## config.mk

```make
export PLATFORM = sky130hd
export DESIGN_NAME = csa_accumulator_flat
export DESIGN_NICKNAME = d
export VERILOG_FILES = /design/src/rtl/csa_accumulator_if.sv /design/src/rtl/csa_accumulator.sv /design/src/flat_wrapper.sv
export SDC_FILE = /design/constraint.sdc
export NUM_CORES = 1
export LEC_CHECK = 0
export BUFFER_PORTS_ARGS = -buffer_cell sky130_fd_sc_hd__buf_2
export CAP_MARGIN = 20
export CORE_ASPECT_RATIO = 0.75
export CORE_MARGIN = 5
export CORE_UTILIZATION = 35
export DETAILED_ROUTE_END_ITERATION = 12
export PLACE_DENSITY = 0.51
export SLEW_MARGIN = 20
export SYNTH_ARGS = -nofsm -noshare
export SYNTH_HDL_FRONTEND = slang
export SYNTH_SLANG_ARGS = --single-unit
```

## constraint.sdc

```tcl
create_clock -name clk -period 2.2 [get_ports clk]
set_input_delay 0.44 -clock clk [delete_from_list [all_inputs] [get_ports clk]]
set_output_delay 0.44 -clock clk [all_outputs]
set_load 0.02 [all_outputs]
```

## src/rtl/csa_accumulator_if.sv

```systemverilog
// Operand stream in, resolved result stream out, for the carry-save accumulator.
// The master drives operands and out_ready; the slave is the accumulator.
interface csa_accumulator_if #(
  parameter int WIDTH     = 4,
  parameter int ACC_WIDTH = 8
);
  logic                 in_valid;
  logic                 in_ready;
  logic [WIDTH-1:0]     in_data;
  logic                 in_last;
  logic                 out_valid;
  logic                 out_ready;
  logic [ACC_WIDTH-1:0] result;
  logic                 overflow;
  logic [7:0]           op_count;

  modport master (
    output in_valid, in_data, in_last, out_ready,
    input  in_ready, out_valid, result, overflow, op_count
  );
  modport slave (
    input  in_valid, in_data, in_last, out_ready,
    output in_ready, out_valid, result, overflow, op_count
  );
endinterface

```

## src/rtl/csa_accumulator.sv

```systemverilog
// Streaming accumulator: operands fold into a redundant (sum, carry) pair, then a
// chunked ripple adder resolves the pair to binary over NCH cycles per frame.
module csa_accumulator #(
  parameter int WIDTH     = 4,
  parameter int ACC_WIDTH = 8,
  parameter int CHUNK     = 4
) (
  input  logic              clk,
  input  logic              rst_n,
  csa_accumulator_if.slave  bus
);
  localparam int NCH = ACC_WIDTH / CHUNK;
  localparam int KW  = (NCH > 1) ? $clog2(NCH) : 1;
  localparam int CW  = CHUNK + 1;

  typedef enum logic [1:0] {ACCUM, RESOLVE, OUTPUT} state_t;

  state_t               state, state_nx;
  logic [ACC_WIDTH-1:0] sum_r, carry_r, result_r, x, maj;
  logic [KW-1:0]        k;
  logic                 rc, ovf_r;
  logic [7:0]           cnt_r;
  logic [CW-1:0]        csum;
  logic                 acc_fire, out_fire, last_chunk;

  assign x          = ACC_WIDTH'(bus.in_data);
  assign maj        = (sum_r & carry_r) | (sum_r & x) | (carry_r & x);
  assign acc_fire   = bus.in_valid && (state == ACCUM);
  assign out_fire   = bus.out_ready && (state == OUTPUT);
  assign last_chunk = (k == KW'(NCH - 1));
  assign csum       = {1'b0, sum_r[k*CHUNK +: CHUNK]} + {1'b0, carry_r[k*CHUNK +: CHUNK]} + CW'(rc);

  always_ff @(posedge clk or negedge rst_n) begin
    if (!rst_n) state <= ACCUM;
    else        state <= state_nx;
  end

  always_comb begin
    state_nx = state;
    case (state)
      ACCUM:   if (acc_fire && bus.in_last) state_nx = RESOLVE;
      RESOLVE: if (last_chunk)              state_nx = OUTPUT;
      OUTPUT:  if (bus.out_ready)           state_nx = ACCUM;
      default:                              state_nx = ACCUM;
    endcase
  end

  // Handshake outputs decode state only, so no input reaches an output combinationally.
  always_comb begin
    bus.in_ready  = (state == ACCUM);
    bus.out_valid = (state == OUTPUT);
  end

  always_ff @(posedge clk or negedge rst_n) begin
    if (!rst_n) begin
      sum_r    <= '0;
      carry_r  <= '0;
      result_r <= '0;
      k        <= '0;
      rc       <= 1'b0;
      ovf_r    <= 1'b0;
      cnt_r    <= '0;
    end else begin
      case (state)
        ACCUM: if (acc_fire) begin
          sum_r   <= sum_r ^ carry_r ^ x;
          carry_r <= maj << 1;
          // The carry shifted out of the top is a dropped 2^ACC_WIDTH weight.
          if (maj[ACC_WIDTH-1]) ovf_r <= 1'b1;
          if (cnt_r != 8'hFF)   cnt_r <= cnt_r + 8'd1;
          if (bus.in_last) begin
            k  <= '0;
            rc <= 1'b0;
          end
        end
        RESOLVE: begin
          result_r[k*CHUNK +: CHUNK] <= csum[CHUNK-1:0];
          rc <= csum[CHUNK];
          if (last_chunk) begin
            k <= '0;
            if (csum[CHUNK]) ovf_r <= 1'b1;
          end else begin
            k <= k + KW'(1);
          end
        end
        OUTPUT: if (out_fire) begin
          sum_r   <= '0;
          carry_r <= '0;
          cnt_r   <= '0;
          ovf_r   <= 1'b0;
        end
        default: ;
      endcase
    end
  end

  assign bus.result   = result_r;
  assign bus.overflow = ovf_r;
  assign bus.op_count = cnt_r;
endmodule

```

## src/flat_wrapper.sv

```systemverilog
// flat-port wrapper written by rule: the top's interface ports become plain ports
module csa_accumulator_flat 
#(
  parameter int WIDTH     = 4,
  parameter int ACC_WIDTH = 8,
  parameter int CHUNK     = 4
)
  (clk, rst_n, bus_in_valid, bus_in_data, bus_in_last, bus_out_ready, bus_in_ready, bus_out_valid, bus_result, bus_overflow, bus_op_count);
  csa_accumulator_if #(.WIDTH(WIDTH), .ACC_WIDTH(ACC_WIDTH)) bus_i ();
  input  logic clk;
  input  logic rst_n;
  input wire logic [$bits(bus_i.in_valid)-1:0] bus_in_valid;
  input wire logic [$bits(bus_i.in_data)-1:0] bus_in_data;
  input wire logic [$bits(bus_i.in_last)-1:0] bus_in_last;
  input wire logic [$bits(bus_i.out_ready)-1:0] bus_out_ready;
  output wire logic [$bits(bus_i.in_ready)-1:0] bus_in_ready;
  output wire logic [$bits(bus_i.out_valid)-1:0] bus_out_valid;
  output wire logic [$bits(bus_i.result)-1:0] bus_result;
  output wire logic [$bits(bus_i.overflow)-1:0] bus_overflow;
  output wire logic [$bits(bus_i.op_count)-1:0] bus_op_count;
  assign bus_i.in_valid = bus_in_valid;
  assign bus_i.in_data = bus_in_data;
  assign bus_i.in_last = bus_in_last;
  assign bus_i.out_ready = bus_out_ready;
  assign bus_in_ready = bus_i.in_ready;
  assign bus_out_valid = bus_i.out_valid;
  assign bus_result = bus_i.result;
  assign bus_overflow = bus_i.overflow;
  assign bus_op_count = bus_i.op_count;
  csa_accumulator #(.WIDTH(WIDTH), .ACC_WIDTH(ACC_WIDTH), .CHUNK(CHUNK)) u_core (.clk(clk), .rst_n(rst_n), .bus(bus_i));
endmodule
```

==> impl_summary.md, run 1 <==
Floorplan
28 I/O pins were placed. The core footprint is ~0.005 sq mm. The count of standard-cell rows is 22. The die covers 0.00678 sq mm. The die boundary height is just over 70 um. The initial utilization of the core area, before any placement, comes to 0.367.

The x dimension of the die is 93.4 um.

Drt
The routed length per placed instance is between 10 and 15 um. After the first detailed-routing iteration, the DRC count stood at 71. In this run the remaining antenna-violating nets after routing total 0. The detailed-route wire length is 3920 um. The number of detailed-route iterations in the first pass is 4.

The count of vias placed by the detailed router is between 1000 and 1500. In the routed design, unresolved DRC markers number 0. In the routed layout, each cell is associated on average with a via count of 5.08.

Layout
From synthesis to final layout, the design area changed by 18.1%. The share of cells above drive strength 1 is 0.272. The number of antenna diodes in the final layout is 0. With fillers left out, the area of the finished cells amounts to ~0.0022 sq mm. The net count of the finished layout is around 210.

Worst hold path
In this run the worst hold path is classified as input pin to asynchronous set/reset pin.

Power and ir drop
Across the VDD grid, the largest voltage drop is ~0.36 mV. Summed over all cells, the static leakage comes to roughly 1.1 nW. Dividing total power by cell area gives a power density of approximately 1400 mW/mm^2.

Worst setup path
The most numerous cell on the critical path is sky130_fd_sc_hd__fa_1. In this run the critical register-to-register path is launched from u_core.k. STA puts the critical path data arrival time at 2.20 ns. Among cell families on the critical path, the largest total delay comes from adder cells.

The number of buffers and inverters on the critical path is 1. The startpoint type of the worst setup path is a register. The data required time of the critical path is 2.36 ns.

On the worst path, the slowest cell contributes a delay of roughly 0.48 ns. Walking the worst path, the cells encountered are mux2i_1 > fa_1 > inv_1 > fa_1 > a21o_1 > a21oi_1 > a221oi_1. The timing endpoint of the critical path is u_core.bus.overflow. The number of cells on the worst reg-to-reg path is 7. The highest net fanout along the worst path is 9. The nature of the critical path endpoint is a register. The logic depth of the worst setup path including buffers is 7.

The flop-to-flop setup slack is between 0.15 and 0.2 ns. The capturing point of the worst reg2reg path is u_core.bus.overflow. The critical path is of the register to register type.

The slowest cell on the critical path is sky130_fd_sc_hd__dfrtp_2. The start point of the critical path is u_core.k.

Synthesis
The largest area contributor in the synthesized netlist is sky130_fd_sc_hd__dfrtp_1. The number of unique standard cell types used by synthesis is 33. The share of Yosys cell area claimed by the top area cell type is 0.493. In this run, synthesis inferred 0 flip-flops with an integrated enable. The synthesized netlist occupies a cell area of 0.00183 sq mm. The synthesized flop and latch total is 36. The cell count after synthesis came out at roughly 160. The Yosys step of the flow raised 0 warnings. The sequential share of the synthesized area is 0.493. The post-synthesis async set-or-reset flop share is 1.00. The average instance area after synthesis is approximately 11 sq um. The most instantiated flip-flop cell in the synthesis netlist is sky130_fd_sc_hd__dfrtp_1. By area the synthesized netlist is led by sky130_fd_sc_hd__dfrtp_1 49%, sky130_fd_sc_hd__a22o_1 7.2%, sky130_fd_sc_hd__ha_1 6.2%.

Synthesis produced a netlist with a net count of roughly 180. Among all cell types in the netlist, the one instantiated most often is sky130_fd_sc_hd__dfrtp_1. Counting instances in the post-synthesis netlist gives the leading cell types as 36 x sky130_fd_sc_hd__dfrtp_1, 15 x sky130_fd_sc_hd__a22o_1, 14 x sky130_fd_sc_hd__nand2_1, 14 x sky130_fd_sc_hd__o21ai_0.

STA
The worst clock skew is 0.00795 ns. The worst path needs between 2 and 2.5 ns of the cycle, external delays included. The count of endpoints failing setup in the final report is 0. The final hold violation count is 0. For the final routed database, the setup TNS stands at 0 ns. Static timing analysis puts the maximum clock frequency at between 0.4 and 0.5 GHz. Across all setup checks in the final design, the least slack found is roughly 0.16 ns. Setup repair after global routing left no endpoint under its margin. At the pin with the least slew margin, the transition time is about 0.8 ns.

The max-slew violation count is 0. Measured against its own limit, the worst slew margin works out to 0.456. Dividing the final minimum period by the clock period gives 0.926.

Global routing
The initial antenna violation count was 0. The first-pass GRT wire length is between 6000 and 7000 um. In the global route stage, overall resource usage came out at 0.126. The total congestion overflow is 0. The via count of the first global-routing pass came to about 1300.

Entering global routing, the biggest net connects 37 pins.

Place
Before CTS, the worst setup slack after placement is 0.0941 ns. The instance area after placement is 0.00205 sq mm. The final weighted congestion in routability-driven placement is around 0.73. Buffers placed on the I/O ports in this run total 27.

The HPWL after detailed placement is 2840 um.

Job
Max-cap violations in this run came to 0.

Clock network
The number of levels the H-tree was split into is 2. The tree is rooted in a sky130_fd_sc_hd__clkbuf_8. TritonCTS built the clock tree. The number of buffers inserted for hold repair after clock tree synthesis is 0. The longest clock path from root to sink contains 2 buffers.

The clock slew at the register clock pins of the worst setup and hold paths is ~0.08 ns. Counting the buffers created by CTS gives 5. The clock latency reported for the late side of the worst-skew pair is 0.28 ns. The number of clock sinks is 36.

Run status
The run finished with clean final reports.
-- registers in the layout, indices dropped and copies added, names as in the netlist --
signal               count
u_core.bus.op_count      8
u_core.bus.overflow      1
u_core.bus.result        8
u_core.carry_r           7
u_core.k                 1
u_core.rc                1
u_core.state             2
u_core.sum_r             8
-- stage by stage --
step | util | power [mW] | hold slack, ns | cells
after CTS | 0.433 | 3.03 | 0.283 | 263
after floorplan | - | 2.03 | 0.144 | 159
after global routing | 0.433 | 3.26 | 0.319 | 263
after detailed placement | 0.411 | 2.44 | 0.465 | 255
final | 0.433 | 3.01 | 0.250 | 263
after global placement | 0.411 | 2.40 | 0.456 | 255
-- kinds of logic after synthesis --
kind of cell               share of synthesized area
buffers and inverters                         0.0308
and+or+nand+nor                                0.120
AOI/OAI and AO/OA                              0.174
muxes                                         0.0610
DFF                                            0.493
adders and majority gates                      0.116
xor gates and xnor gates                     0.00480
-- placed cells by master, fill, tap and decap left out, drive strengths merged, types with 6 or more instances in the layout --
| master | synthesis | final |
|---|---|---|
| dfrtp | 36 | 36 |
| buf | 4 | 32 |
| a22o | 15 | 15 |
| nand2 | 14 | 14 |
| o21ai | 14 | 14 |
| mux2 | 9 | 9 |
| ha | 9 | 9 |
| a21oi | 7 | 7 |
| clkbuf | 4 | 6 |
-- repair_timing --
action                     4_1_cts  5_1_grt
resized for setup                0        1
setup endpoints to repair        0        2
buffers inserted                 0        0
-- worst min-delay path by stage --
| stage | from | end | slack, ns | cells past startpoint |
|---|---|---|---|---|
| finish | rst_n | u_core.bus.op_count[5] | 0.25 | 1 |
| global route | rst_n | u_core.bus.op_count[5] | 0.32 | 1 |
| CTS | rst_n | u_core.carry_r[4] | 0.28 | 1 |
| detailed placement | u_core.bus.result[6] | u_core.bus.result[6] | 0.46 | 2 |
| global placement | u_core.bus.result[4] | u_core.bus.result[4] | 0.46 | 2 |
| floorplan | rst_n | u_core.bus.op_count[0] | 0.14 | 0 |
-- metal layers --
| layer | up-vias | share of wire | track usage |
|---|---|---|---|
| met3 | 4 | 0.060 | 0.0363 |
| met5 | - | 0 | 0 |
| li1 | 645 | - | - |
| met4 | 0 | 0.0097 | 0.0390 |
| met1 | 651 | 0.53 | 0.196 |
| met2 | 37 | 0.40 | 0.164 |
-- worst reg2reg max path, stage by stage, from the launching register on --
cell and delay [ns]:
sky130_fd_sc_hd__dfrtp_2 0.48, sky130_fd_sc_hd__mux2i_1 0.27, sky130_fd_sc_hd__fa_1 0.24, sky130_fd_sc_hd__inv_1 0.06
sky130_fd_sc_hd__fa_1 0.41, sky130_fd_sc_hd__a21o_1 0.20, sky130_fd_sc_hd__a21oi_1 0.17, sky130_fd_sc_hd__a221oi_1 0.10
-- cell type report --
type | count | area, sq um
fillers | 474 | 2830
clock inverters | 2 | 35.0
flip-flops and latches | 36 | 902
well taps | 72 | 90.1
inverters | 4 | 15.0
repair buffers | 32 | 173
multi-input cells | 111 | 870
clock buffers | 6 | 72.6
-- where the power goes --
group	internal, mW	leakage (nW)	switching (mW)
clock network	0.336	0.0552	0.240
registers	0.887	0.472	0.257
logic	0.573	0.532	0.712
(Power assumes the default switching activity.)
==> run 2: changes to the inputs <==
==> constraint.sdc (replaced) <==
create_clock -name clk -period 2.3 [get_ports clk]
set_input_delay 0.46 -clock clk [delete_from_list [all_inputs] [get_ports clk]]
set_output_delay 0.46 -clock clk [all_outputs]
set_load 0.1 [all_outputs]
==> impl_summary.md, run 2 (synthesized netlist as in run 1, its figures left out) <==
Clock network
The number of buffers inserted for hold repair after clock tree synthesis is 0. The longest clock path from root to sink contains 2 buffers. The clock latency reported for the late side of the worst-skew pair is 0.28 ns. The clock root buffer is sky130_fd_sc_hd__clkbuf_8. The CTS tree is built.

The number of buffers inserted during clock tree synthesis is 5. The count of cells resized by post-cts repair is 0. Clock-pin slew was measured on the worst setup and hold paths at about 0.07 ns. The number of setup buffers added after CTS is 0. The number of levels the H-tree was split into is 2. The number of clock sinks is 36.

Layout
The net count of the finished layout is around 210. The commonest non-fill, non-tap cell in the layout is sky130_fd_sc_hd__dfrtp_1. The number of diodes added for antenna fixing is 0.

The layout overhead on the synthesized area is 16.6%. In the layout the commonest cells are 35 x sky130_fd_sc_hd__dfrtp_1, 27 x sky130_fd_sc_hd__buf_2, 15 x sky130_fd_sc_hd__a22o_1. Fill cells in the final layout number between 400 and 500. Of the cells placed in the final design, the portion with a size suffix greater than 1 is 0.266. After routing the design area is around 0.0021 sq mm.

Worst setup path
The startpoint type of the worst setup path is a register. The capturing point of the worst reg2reg path is u_core.bus.overflow. The start point of the critical path is u_core.k. The flop-to-flop setup slack is 0.23 ns. The nature of the critical path endpoint is a register. The kind of critical path is register to register. The highest net fanout along the worst path is 12.

The data arrival time of the critical path is approximately 2.2 ns. The worst register-to-register path begins at u_core.k. At the worst endpoint, the required time is 2.45 ns. The number of cells on the worst reg-to-reg path is 7. In this run the worst setup path terminates at u_core.bus.overflow.

Place
The final weighted congestion in routability-driven placement is around 0.73. The HPWL after detailed placement is 2840 um. The instance area after placement is slightly above 0.002 sq mm. The worst setup slack before clock tree synthesis is between 0.06 and 0.07 ns.

The number of port buffers is 27.

STA
In the final timing run, aggregate negative setup slack is 0 ns. The slew at the pin closest to its max-slew limit is approximately 0.81 ns. The final hold violation count is 0. The part of the cycle the worst path needs is 0.902. The worst hold slack across all endpoints is approximately 0.27 ns. The shortest clock period the worst path allows after layout is about 2.1 ns.

The worst clock skew is 0.00245 ns. The peak clock frequency supported by timing is 0.482 GHz. The max-slew violation count is 0. Setup violations remaining at the end of the flow were counted as 0.

Setup repair after global routing left no endpoint under its margin. In this run the tightest slew margin relative to its limit is 0.460. The least setup slack across all paths after layout is ~0.23 ns.

Global routing
The initial antenna violation count came to 0. The first global-routing pass estimated about 6700 um of wire. The via count of the first global-routing pass was 1323.

The total congestion overflow is 0. For this run, the total global-route usage over all layers was measured as 0.126. Entering global routing, the biggest net connects 37 pins.

Floorplan
The initial utilization of the core area, before any placement, comes to 0.367. The core region is 0.00498 sq mm. The die is approximately 73 um tall. The I/O pin total is 28. The x dimension of the die is between 90 and 100 um. The initialized floorplan defines 22 standard-cell rows. The die covers around 0.0068 sq mm.

Worst hold path
The class of the worst hold path is input pin to asynchronous set/reset pin.

Run status
The flow ran to the end, and the final reports show no timing, DRC or antenna violations.

Drt
The routed length per placed instance is about 15 um. The number of detailed-route iterations in the first pass is 4. The final layout contains routed wiring with a total length of between 3000 and 4000 um. The routed layout has roughly 1300 vias. In the routed layout, each cell is associated on average with a via count of around 5. The initial detailed-routing violation count is 52.

The detail route stage leaves a number of antenna-violating nets equal to 0. The residual DRC count is 0.

Job
The max capacitance violation total is 0.
-- run 2: critical path, stage by stage, from the launching register on --
cell and delay (ns):
sky130_fd_sc_hd__dfrtp_2 0.50, sky130_fd_sc_hd__mux2i_1 0.28, sky130_fd_sc_hd__fa_1 0.23, sky130_fd_sc_hd__inv_1 0.06, sky130_fd_sc_hd__fa_1 0.40, sky130_fd_sc_hd__a21o_1 0.20, sky130_fd_sc_hd__a21oi_1 0.18, sky130_fd_sc_hd__a221oi_1 0.10
-- run 2: final cells by class --
type                       instances  area (sq um)  share of cell area
tap                               72          90.1              0.0423
inverter                           4          15.0             0.00705
clock buffer                       7          96.3              0.0452
timing repair buffer              30           158              0.0740
multi-input combinational        111           870               0.408
sequential                        36           902               0.423
-- run 2: worst min-delay path by stage --
| stage | start | endpoint | slack [ns] | cells after the start |
|---|---|---|---|---|
| after floorplan | rst_n | u_core.bus.op_count[0] | 0.16 | 0 |
| after global placement | u_core.bus.result[4] | u_core.bus.result[4] | 0.46 | 2 |
| after detailed placement | u_core.bus.result[6] | u_core.bus.result[6] | 0.46 | 2 |
| after CTS | rst_n | u_core.bus.op_count[6] | 0.31 | 1 |
| after global routing | rst_n | u_core.bus.op_count[6] | 0.36 | 1 |
| final | rst_n | u_core.bus.op_count[6] | 0.27 | 1 |
-- run 2: layer usage --
| metal | global-route usage | vias up | share of wire |
|---|---|---|---|
| met5 | 0 | - | 0 |
| met4 | 0.0341 | 0 | 0.0049 |
| met3 | 0.0394 | 2 | 0.055 |
| met2 | 0.165 | 25 | 0.41 |
| met1 | 0.195 | 658 | 0.53 |
| li1 | - | 639 | - |
-- run 2: stage by stage --
step,util,std cells
after global placement,0.408,253
after detailed placement,0.408,253
after global routing,0.428,260
after CTS,0.427,260
after floorplan,-,159
final,0.428,260
Power of run 2 is left out: the tool's default activity adds up to more than one toggle a clock period on the data nets, which glitch-free logic cannot reach.
